$ cat config.mk
export PLATFORM = sky130hd
export DESIGN_NAME = hazard_ctrl_flat
export DESIGN_NICKNAME = d
export VERILOG_FILES = /design/src/rtl/hazard_ctrl_if.sv /design/src/rtl/hazard_ctrl.sv /design/src/flat_wrapper.sv
export SDC_FILE = /design/constraint.sdc
export NUM_CORES = 1
export LEC_CHECK = 0
export CAP_MARGIN = 20
export CORE_UTILIZATION = 54
export DETAILED_ROUTE_END_ITERATION = 7
export PLACE_DENSITY = 0.85
export SLEW_MARGIN = 20
export SYNTH_ARGS = -nofsm -noshare
export SYNTH_HDL_FRONTEND = slang
export SYNTH_SLANG_ARGS = --single-unit
export TNS_END_PERCENT = 30
$ cat constraint.sdc
create_clock -name clk -period 5.3 [get_ports clk]
set_input_delay 0.53 -clock clk [delete_from_list [all_inputs] [get_ports clk]]
set_output_delay 0.53 -clock clk [all_outputs]
set_load 0.1 [all_outputs]
$ cat src/rtl/hazard_ctrl_if.sv
// Purpose: bundle of the ID-stage hazard inputs and the forwarding / pipeline
//          control outputs exchanged between the datapath and hazard_ctrl.
// Signals:
//   id_rn, id_rm        ID source register indices
//   id_use_rn, id_use_rm  ID instruction actually reads the source
//   id_rd               ID destination register index
//   id_regwrite         ID instruction writes the register file
//   id_memtoreg         ID instruction is a load
//   br_taken            branch resolved taken in ID
//   fwdr1, fwdr2        operand forwarding selects (0 regfile, 1 EX, 2 MEM, 3 WB)
//   pc_hold             freeze PC and IF/ID
//   bubble              inject a bubble into ID/EX
//   flush_if            squash the IF/ID instruction
//   stall_cnt, flush_cnt  saturating performance counters
// Modports: master = datapath side, slave = hazard controller side.
interface hazard_ctrl_if #(
  parameter int CNT_W = 16
);
  logic [4:0]       id_rn;
  logic [4:0]       id_rm;
  logic             id_use_rn;
  logic             id_use_rm;
  logic [4:0]       id_rd;
  logic             id_regwrite;
  logic             id_memtoreg;
  logic             br_taken;
  logic [1:0]       fwdr1;
  logic [1:0]       fwdr2;
  logic             pc_hold;
  logic             bubble;
  logic             flush_if;
  logic [CNT_W-1:0] stall_cnt;
  logic [CNT_W-1:0] flush_cnt;

  modport master (
    output id_rn, id_rm, id_use_rn, id_use_rm, id_rd, id_regwrite, id_memtoreg, br_taken,
    input  fwdr1, fwdr2, pc_hold, bubble, flush_if, stall_cnt, flush_cnt
  );

  modport slave (
    input  id_rn, id_rm, id_use_rn, id_use_rm, id_rd, id_regwrite, id_memtoreg, br_taken,
    output fwdr1, fwdr2, pc_hold, bubble, flush_if, stall_cnt, flush_cnt
  );
endinterface

$ cat src/rtl/hazard_ctrl.sv
// Purpose: hazard and forwarding controller for the 5-stage pipeline. Tracks a
//          shadow copy of EX/MEM/WB destination state, produces operand
//          forwarding selects, detects load-use hazards and sequences stalls
//          and branch flushes.
// Ports:
//   clk    rising-edge clock
//   reset  asynchronous active-low reset
//   bus    hazard_ctrl_if.slave: ID-stage inputs, forwarding selects,
//          pc_hold / bubble / flush_if controls and performance counters
module hazard_ctrl #(
  parameter int ZERO_REG     = 31,
  parameter int FLUSH_CYCLES = 1,
  parameter int CNT_W        = 16
) (
  input  logic          clk,
  input  logic          reset,
  hazard_ctrl_if.slave  bus
);

  typedef enum logic [1:0] {
    RUN   = 2'd0,
    STALL = 2'd1,
    FLUSH = 2'd2
  } state_t;

  localparam logic [4:0]       ZR         = 5'(ZERO_REG);
  localparam logic [1:0]       FLUSH_INIT = 2'(FLUSH_CYCLES - 1);
  localparam logic [CNT_W-1:0] CNT_MAX    = {CNT_W{1'b1}};
  localparam logic [CNT_W-1:0] CNT_ONE    = {{(CNT_W-1){1'b0}}, 1'b1};

  state_t           state_r, state_nxt_s;
  logic [1:0]       flush_left_r, flush_left_nxt_s;
  logic [4:0]       ex_rd_r, mem_rd_r, wb_rd_r;
  logic             ex_rw_r, mem_rw_r, wb_rw_r;
  logic             ex_mt_r;
  logic             lu_s;
  logic             pc_hold_s, bubble_s, flush_if_s;
  logic [1:0]       fwdr1_s, fwdr2_s;
  logic [CNT_W-1:0] stall_cnt_r, flush_cnt_r;

  // Youngest producer wins; a load in EX cannot forward (its data is not ready yet).
  function automatic logic [1:0] fwd_sel(
    input logic [4:0] src,
    input logic       use_src,
    input logic [4:0] ex_rd,
    input logic       ex_rw,
    input logic       ex_mt,
    input logic [4:0] mem_rd,
    input logic       mem_rw,
    input logic [4:0] wb_rd,
    input logic       wb_rw
  );
    logic [1:0] sel;
    sel = 2'd0;
    if (!use_src || (src == ZR)) begin
      sel = 2'd0;
    end else if (ex_rw && (ex_rd == src) && !ex_mt) begin
      sel = 2'd1;
    end else if (mem_rw && (mem_rd == src)) begin
      sel = 2'd2;
    end else if (wb_rw && (wb_rd == src)) begin
      sel = 2'd3;
    end else begin
      sel = 2'd0;
    end
    return sel;
  endfunction

  // Load-use detection and operand forwarding selects.
  always_comb begin
    lu_s    = ex_rw_r && ex_mt_r && (ex_rd_r != ZR) &&
              ((bus.id_use_rn && (bus.id_rn == ex_rd_r)) ||
               (bus.id_use_rm && (bus.id_rm == ex_rd_r)));
    fwdr1_s = fwd_sel(bus.id_rn, bus.id_use_rn, ex_rd_r, ex_rw_r, ex_mt_r,
                      mem_rd_r, mem_rw_r, wb_rd_r, wb_rw_r);
    fwdr2_s = fwd_sel(bus.id_rm, bus.id_use_rm, ex_rd_r, ex_rw_r, ex_mt_r,
                      mem_rd_r, mem_rw_r, wb_rd_r, wb_rw_r);
  end

  // Stall/flush sequencer: next state and control outputs.
  always_comb begin
    state_nxt_s      = state_r;
    flush_left_nxt_s = flush_left_r;
    pc_hold_s        = 1'b0;
    bubble_s         = 1'b0;
    flush_if_s       = 1'b0;
    case (state_r)
      // STALL only marks that the load has moved to MEM; hazards are re-evaluated as in RUN.
      RUN, STALL: begin
        if (lu_s) begin
          pc_hold_s   = 1'b1;
          bubble_s    = 1'b1;
          state_nxt_s = STALL;
        end else if (bus.br_taken) begin
          flush_if_s = 1'b1;
          if (FLUSH_CYCLES > 1) begin
            state_nxt_s      = FLUSH;
            flush_left_nxt_s = FLUSH_INIT;
          end else begin
            state_nxt_s = RUN;
          end
        end else begin
          state_nxt_s = RUN;
        end
      end
      // Squashed slots carry no hazards, so lu and br_taken are not looked at here.
      FLUSH: begin
        flush_if_s = 1'b1;
        if (flush_left_r <= 2'd1) begin
          state_nxt_s      = RUN;
          flush_left_nxt_s = 2'd0;
        end else begin
          state_nxt_s      = FLUSH;
          flush_left_nxt_s = flush_left_r - 2'd1;
        end
      end
      default: begin
        state_nxt_s      = RUN;
        flush_left_nxt_s = 2'd0;
      end
    endcase
  end

  // State, shadow pipeline and saturating counters.
  always_ff @(posedge clk or negedge reset) begin
    if (!reset) begin
      state_r      <= RUN;
      flush_left_r <= 2'd0;
      ex_rd_r      <= 5'd0;
      ex_rw_r      <= 1'b0;
      ex_mt_r      <= 1'b0;
      mem_rd_r     <= 5'd0;
      mem_rw_r     <= 1'b0;
      wb_rd_r      <= 5'd0;
      wb_rw_r      <= 1'b0;
      stall_cnt_r  <= {CNT_W{1'b0}};
      flush_cnt_r  <= {CNT_W{1'b0}};
    end else begin
      state_r      <= state_nxt_s;
      flush_left_r <= flush_left_nxt_s;
      ex_rd_r      <= bus.id_rd;
      ex_rw_r      <= bus.id_regwrite && !bubble_s;
      ex_mt_r      <= bus.id_memtoreg && !bubble_s;
      mem_rd_r     <= ex_rd_r;
      mem_rw_r     <= ex_rw_r;
      wb_rd_r      <= mem_rd_r;
      wb_rw_r      <= mem_rw_r;
      if (bubble_s && (stall_cnt_r != CNT_MAX)) begin
        stall_cnt_r <= stall_cnt_r + CNT_ONE;
      end else begin
        stall_cnt_r <= stall_cnt_r;
      end
      if (flush_if_s && (flush_cnt_r != CNT_MAX)) begin
        flush_cnt_r <= flush_cnt_r + CNT_ONE;
      end else begin
        flush_cnt_r <= flush_cnt_r;
      end
    end
  end

  assign bus.fwdr1     = fwdr1_s;
  assign bus.fwdr2     = fwdr2_s;
  assign bus.pc_hold   = pc_hold_s;
  assign bus.bubble    = bubble_s;
  assign bus.flush_if  = flush_if_s;
  assign bus.stall_cnt = stall_cnt_r;
  assign bus.flush_cnt = flush_cnt_r;

endmodule

$ cat src/flat_wrapper.sv
// flat-port wrapper written by rule: the top's interface ports become plain ports
module hazard_ctrl_flat 
#(
  parameter int ZERO_REG     = 31,
  parameter int FLUSH_CYCLES = 1,
  parameter int CNT_W        = 16
)
  (clk, reset, bus_id_rn, bus_id_rm, bus_id_use_rn, bus_id_use_rm, bus_id_rd, bus_id_regwrite, bus_id_memtoreg, bus_br_taken, bus_fwdr1, bus_fwdr2, bus_pc_hold, bus_bubble, bus_flush_if, bus_stall_cnt, bus_flush_cnt);
  hazard_ctrl_if #(.CNT_W(CNT_W)) bus_i ();
  input  logic clk;
  input  logic reset;
  input wire logic [$bits(bus_i.id_rn)-1:0] bus_id_rn;
  input wire logic [$bits(bus_i.id_rm)-1:0] bus_id_rm;
  input wire logic [$bits(bus_i.id_use_rn)-1:0] bus_id_use_rn;
  input wire logic [$bits(bus_i.id_use_rm)-1:0] bus_id_use_rm;
  input wire logic [$bits(bus_i.id_rd)-1:0] bus_id_rd;
  input wire logic [$bits(bus_i.id_regwrite)-1:0] bus_id_regwrite;
  input wire logic [$bits(bus_i.id_memtoreg)-1:0] bus_id_memtoreg;
  input wire logic [$bits(bus_i.br_taken)-1:0] bus_br_taken;
  output wire logic [$bits(bus_i.fwdr1)-1:0] bus_fwdr1;
  output wire logic [$bits(bus_i.fwdr2)-1:0] bus_fwdr2;
  output wire logic [$bits(bus_i.pc_hold)-1:0] bus_pc_hold;
  output wire logic [$bits(bus_i.bubble)-1:0] bus_bubble;
  output wire logic [$bits(bus_i.flush_if)-1:0] bus_flush_if;
  output wire logic [$bits(bus_i.stall_cnt)-1:0] bus_stall_cnt;
  output wire logic [$bits(bus_i.flush_cnt)-1:0] bus_flush_cnt;
  assign bus_i.id_rn = bus_id_rn;
  assign bus_i.id_rm = bus_id_rm;
  assign bus_i.id_use_rn = bus_id_use_rn;
  assign bus_i.id_use_rm = bus_id_use_rm;
  assign bus_i.id_rd = bus_id_rd;
  assign bus_i.id_regwrite = bus_id_regwrite;
  assign bus_i.id_memtoreg = bus_id_memtoreg;
  assign bus_i.br_taken = bus_br_taken;
  assign bus_fwdr1 = bus_i.fwdr1;
  assign bus_fwdr2 = bus_i.fwdr2;
  assign bus_pc_hold = bus_i.pc_hold;
  assign bus_bubble = bus_i.bubble;
  assign bus_flush_if = bus_i.flush_if;
  assign bus_stall_cnt = bus_i.stall_cnt;
  assign bus_flush_cnt = bus_i.flush_cnt;
  hazard_ctrl #(.ZERO_REG(ZERO_REG), .FLUSH_CYCLES(FLUSH_CYCLES), .CNT_W(CNT_W)) u_core (.clk(clk), .reset(reset), .bus(bus_i));
endmodule
---- Word level (Yosys, flattened, before mapping) ----
Index checks and enable logic that the tools add are counted.
operators by class
  add/subtract/negate cells ............... 3
  $lt $le $gt $ge ......................... 1
  equality and inequality tests ........... 15
  multiplexer cells ....................... 18
  reduce and logical (&&, ||, !) cells .... 26
operators with widths
  kind                                                             number
  == test 5 bit                                                    8
  adder 16 x 1 -> 16 bit (second input constant)                   2
  != test 16 bit (second input constant)                           2
  2-to-1 mux 2 bit                                                 10
  logical AND 1 bit                                                17
  == test 5 bit (second input constant)                            2
  case mux 2 bit (2 select lines)                                  2
  2-to-1 mux 1 bit                                                 5
  != test 5 bit (second input constant)                            1
  zero test 1 bit                                                  4
  logical OR 1 bit                                                 3
  == test 2 x 1 -> 1 bit (second input constant)                   1
  == test 2 bit (second input constant)                            1
  less-or-equal comparator 2 x 1 -> 1 bit (second input constant)  1
  zero test 2 bit                                                  1
  case mux 1 bit (2 select lines)                                  1
  OR reduction 2 bit                                               1
  subtractor 2 x 1 -> 2 bit (second input constant)                1
word-level totals
  register bits after elaboration ......... 55
  output and inout bits ................... 39

---- Depth between registers and ports, before layout ----
  depth in word-level cells ............... 8
  mapped depth ............................ 7
  depth with buffers taken out ............ 7

---- Least setup slack after synthesis ----
No wires, ideal clock.
  kind .................................... input-to-output
  from .................................... in bus_id_rm[2]
  to ...................................... out bus_fwdr2[1]
  arrival time ............................ 3.375 ns
  required time ........................... 4.770 ns
  setup slack ............................. 1.395 ns
  stages on the path ...................... 5
  path buffers ............................ 0
  cells stage by stage .................... xor2_1 > nor4_1 > nand3_1 > nor2b_1 > nor3b_1
between the ends
  longest elaborated chain between the ends .. 6
ends and longest elaborated chain
  what                RTL line            text
  from (decl)         flat_wrapper.sv:13  input wire logic [$bits(bus_i.id_rm)-1:0] bus_id_rm;
  == test 5 bit       hazard_ctrl.sv:61   end else if (wb_rw && (wb_rd == src)) begin
  logical AND 1 bit   hazard_ctrl.sv:61
  2-to-1 mux 2 bit    hazard_ctrl.sv:61
  2-to-1 mux 2 bit    hazard_ctrl.sv:59   end else if (mem_rw && (mem_rd == src)) begin
  2-to-1 mux 2 bit    hazard_ctrl.sv:57   end else if (ex_rw && (ex_rd == src) && !ex_mt) begin
  2-to-1 mux 2 bit *  hazard_ctrl.sv:55   if (!use_src || (src == ZR)) begin
  to (decl)           flat_wrapper.sv:21  output wire logic [$bits(bus_i.fwdr2)-1:0] bus_fwdr2;
Mark *: on every way between the ends. The rest lies on a longest branch, timed or not.

---- Worst setup path in the final report ----
  from .................................... in bus_id_rm[1]
  to ...................................... out bus_flush_if
between the ends
  longest elaborated chain between the ends .. 6
ends and longest elaborated chain
  what                             RTL line            text
  == test 5 bit                    hazard_ctrl.sv:73   (bus.id_use_rm && (bus.id_rm == ex_rd_r)));
  logical AND 1 bit                hazard_ctrl.sv:73
  logical OR 1 bit                 hazard_ctrl.sv:72   ((bus.id_use_rn && (bus.id_rn == ex_rd_r)) ||
  logical AND 1 bit                hazard_ctrl.sv:71   lu_s = ex_rw_r && ex_mt_r && (ex_rd_r != ZR) &&
  2-to-1 mux 1 bit                 hazard_ctrl.sv:90   if (lu_s) begin
  case mux 1 bit (2 select lines)  hazard_ctrl.sv:87   case (state_r)
  to (decl)                        flat_wrapper.sv:24  output wire logic [$bits(bus_i.flush_if)-1:0] bus_flush_if;
No other way between the ends.

==> results.json <==
{
  "io_pins": 61,
  "hp-class": "in2async",
  "min_period_ns": 3.87,
  "start_kind": "primary input",
  "cts_buffers": 5,
  "yosys-top-cells-area": "dfrtp_1 52%, xor2_1 16%, nand3_1 3.8%",
  "cts_resized": 0,
  "antenna_cells": 0,
  "hold_viol": 0,
  "syn_area_sq_um": 2650,
  "synth-seq-area-share_pct": 51.9,
  "layout-drive-gt1-share_pct": 6.15,
  "cp_max_fo": 16,
  "finalWeightedCongestion": 0.854,
  "synth_most_common_cell": "dfrtp_1",
  "via_per_inst": 5.32,
  "cts_tree": "yes",
  "synth_common_cells": "55 x dfrtp_1, 47 x xor2_1, 20 x nand3_1, 19 x nor2_1, 15 x nand2_1",
  "ys_types": 35,
  "grt-ovfl-total": 0,
  "wl_per_cell_um": 13.9,
  "htree_levels": 2,
  "routed_wl_um": 5210,
  "tightest_slew_ns": 0.972,
  "gr-usage-all-layers_pct": 21.4,
  "syn_nets": 268,
  "die_area_sq_um": 5200,
  "die_h_um": 72.1,
  "fillers": 335,
  "finClkSkew_ns": 0.00645,
  "ant_nets": 0,
  "synth-main-ff-cell": "dfrtp_1",
  "syn_inst": 244,
  "clockBufferDepth": 2,
  "synthArstFlopShare_pct": 100,
  "leakagePower_nw": 1.52,
  "rsz0062_at_grt": "false",
  "seq_power_share_pct": 43.6,
  "clkPwrFrac_pct": 21.6,
  "finalCritPeriodShare_pct": 72.9,
  "p_switching_mw": 0.477,
  "synth-seq-cells": 55,
  "synth_top_cell_by_area": "dfrtp_1",
  "avgSynthCellArea_sq_um": 10.9,
  "die_w_um": 72.1,
  "clkLatencyLatePin_ns": 0.31,
  "peakVddDrop_uv": 503,
  "setup_viol": 0,
  "fmax_ghz": 0.259,
  "area_delta_synth_final_pct": 28.8,
  "cts_hold_buffers": 0,
  "drt_pass1_iterations": 4,
  "grt_max_degree": 56,
  "outcome": "completed",
  "clk_pin_slew_worst_paths_ns": 0.09,
  "post-route-drc-count": 0,
  "coreArea_sq_um": 4720,
  "antenna_found_initial": 0,
  "grt_pass1_wl_um": 8600,
  "swShare_pct": 41.1,
  "cap_violations": 0,
  "power_mw": 1.16,
  "hold_slack_ns": 0.327,
  "rows": 25,
  "vias": 2002,
  "fin_nets": 332,
  "root_buffer": "clkbuf_8",
  "hpwlAfterDp_um": 3890,
  "cp_data_required_time_ns": 4.77,
  "comb_power_share_pct": 34.7,
  "maxSlewHeadroom_pct": 35.0,
  "cts_setup_buffers": 0,
  "arrival_ns": 3.34,
  "io_buffers": 60,
  "clock_sinks": 55,
  "critical_path_class": "in2out",
  "p_int_mw": 0.683,
  "slew_violations": 0,
  "synth_top_area_share_pct": 51.9,
  "ys_warn_count": 0,
  "synth_edf_count": 0,
  "critPathCaptureType": "output pin",
  "tns_ns": 0,
  "initial_utilization_pct": 56.2,
  "grt_pass1_vias": 1951,
  "drtIter0Drc": 69,
  "power_density_nw_per_um2": 340
}
## power by group through the flow
stage / Sequential (mW) / Clock, mW / Combinational (mW)
final: 0.506 / 0.251 / 0.403
after global routing: 0.514 / 0.275 / 0.420
after CTS: 0.508 / 0.258 / 0.406
after detailed placement: 0.515 / 0 / 0.405
after global placement: 0.514 / 0 / 0.401
after floorplan: 0.722 / 0 / 0.0818
## per-stage QoR
step / util (%) / instance area, sq um / std cells / setup slack, ns
after floorplan: - / 2650 / 244 / 1.39
after global placement: 70.1 / 3310 / 368 / 1.47
after detailed placement: 70.1 / 3310 / 368 / 1.43
after CTS: 72.3 / 3420 / 376 / 1.42
after global routing: 72.3 / 3420 / 376 / 1.30
final: 72.3 / 3420 / 376 / 1.43
## final timing paths
kind,cells past startpoint,slack (ns),start,to
setup / recovery,7,1.43,bus_id_rm[1],bus_flush_if
setup reg to reg,6,3.00,u_core.ex_rd_r[2],u_core.bus.flush_cnt[12]
max in group asynchronous,2,4.53,reset,u_core.bus.flush_cnt[13]
min in group clk,0,0.44,u_core.ex_rw_r,u_core.mem_rw_r
hold / removal,2,0.33,reset,u_core.wb_rd_r[0]
hold reg to reg,0,0.44,u_core.ex_rw_r,u_core.mem_rw_r
## layout by cell type, fill, tap and decap left out, types with 2 or more instances in the layout
master and count:
inv_1 4, nor2_1 19, and2_1 3, nor4_1 7, clkbuf_8 7, nor2b_1 5, a21oi_1 3, ha_1 2
nor3_1 11, clkdlybuf4s50_1 59, xnor2_1 11, nand3_1 20, o21ai_0 3, xor2_1 47, nand2b_1 2, nand2_1 15
nand4_1 7, nor3b_1 3, mux2_2 5, and3_1 6, dfrtp_1 55
## worst max-delay path, stage by stage
cell             delay (ns)
clkdlybuf4s50_1        0.58
xor2_1                 0.24
nor3b_1                0.09
a32o_2                 0.28
a21o_1                 0.37
inv_1                  0.12
clkdlybuf4s50_1        1.13
## per-layer routing
layer / share of wire [%] / wire, um / GRT usage, % / vias up
met3: 5.1 / 267 / 5.69 / 8
met1: 44 / 2320 / 26.8 / 976
met4: 1.5 / 76 / 7.63 / 0
met5: 0 / 0 / 0 / -
met2: 49 / 2550 / 35.9 / 54
li1: - / - / - / 964
## registers in the layout (all words and copies together), names as in the netlist
register and flops:
u_core.wb_rd_r 5, u_core.mem_rd_r 5, u_core.bus.stall_cnt 16, u_core.wb_rw_r 1, u_core.ex_rw_r 1, u_core.ex_mt_r 1
u_core.flush_left_r 2, u_core.ex_rd_r 5, u_core.mem_rw_r 1, u_core.bus.flush_cnt 16, u_core.state_r 2
## cell type report
cell class	instances	area (sq um)	area share, %
flip-flops and latches	55	1380	40.3
multi-input cells	181	1230	36.1
repair buffers	61	603	17.7
clock buffers	7	96.3	2.82
well taps	67	83.8	2.45
inverters	4	15.0	0.440
clock inverters	1	7.51	0.220
## kinds of logic (layout without fill, tap and decap cells)
| family | count (synthesis) | after routing | synth area share (%) |
|---|---|---|---|
| flops | 55 | 55 | 51.9 |
| buf+inv | 8 | 73 | 1.60 |
| mux | 5 | 5 | 2.12 |
| simple gates | 106 | 106 | 21.9 |
| compound gates | 10 | 10 | 2.36 |
| fa+ha+maj | 2 | 2 | 0.943 |
| xor+xnor | 58 | 58 | 19.2 |
Note: power is estimated with default switching activity, not from simulation.
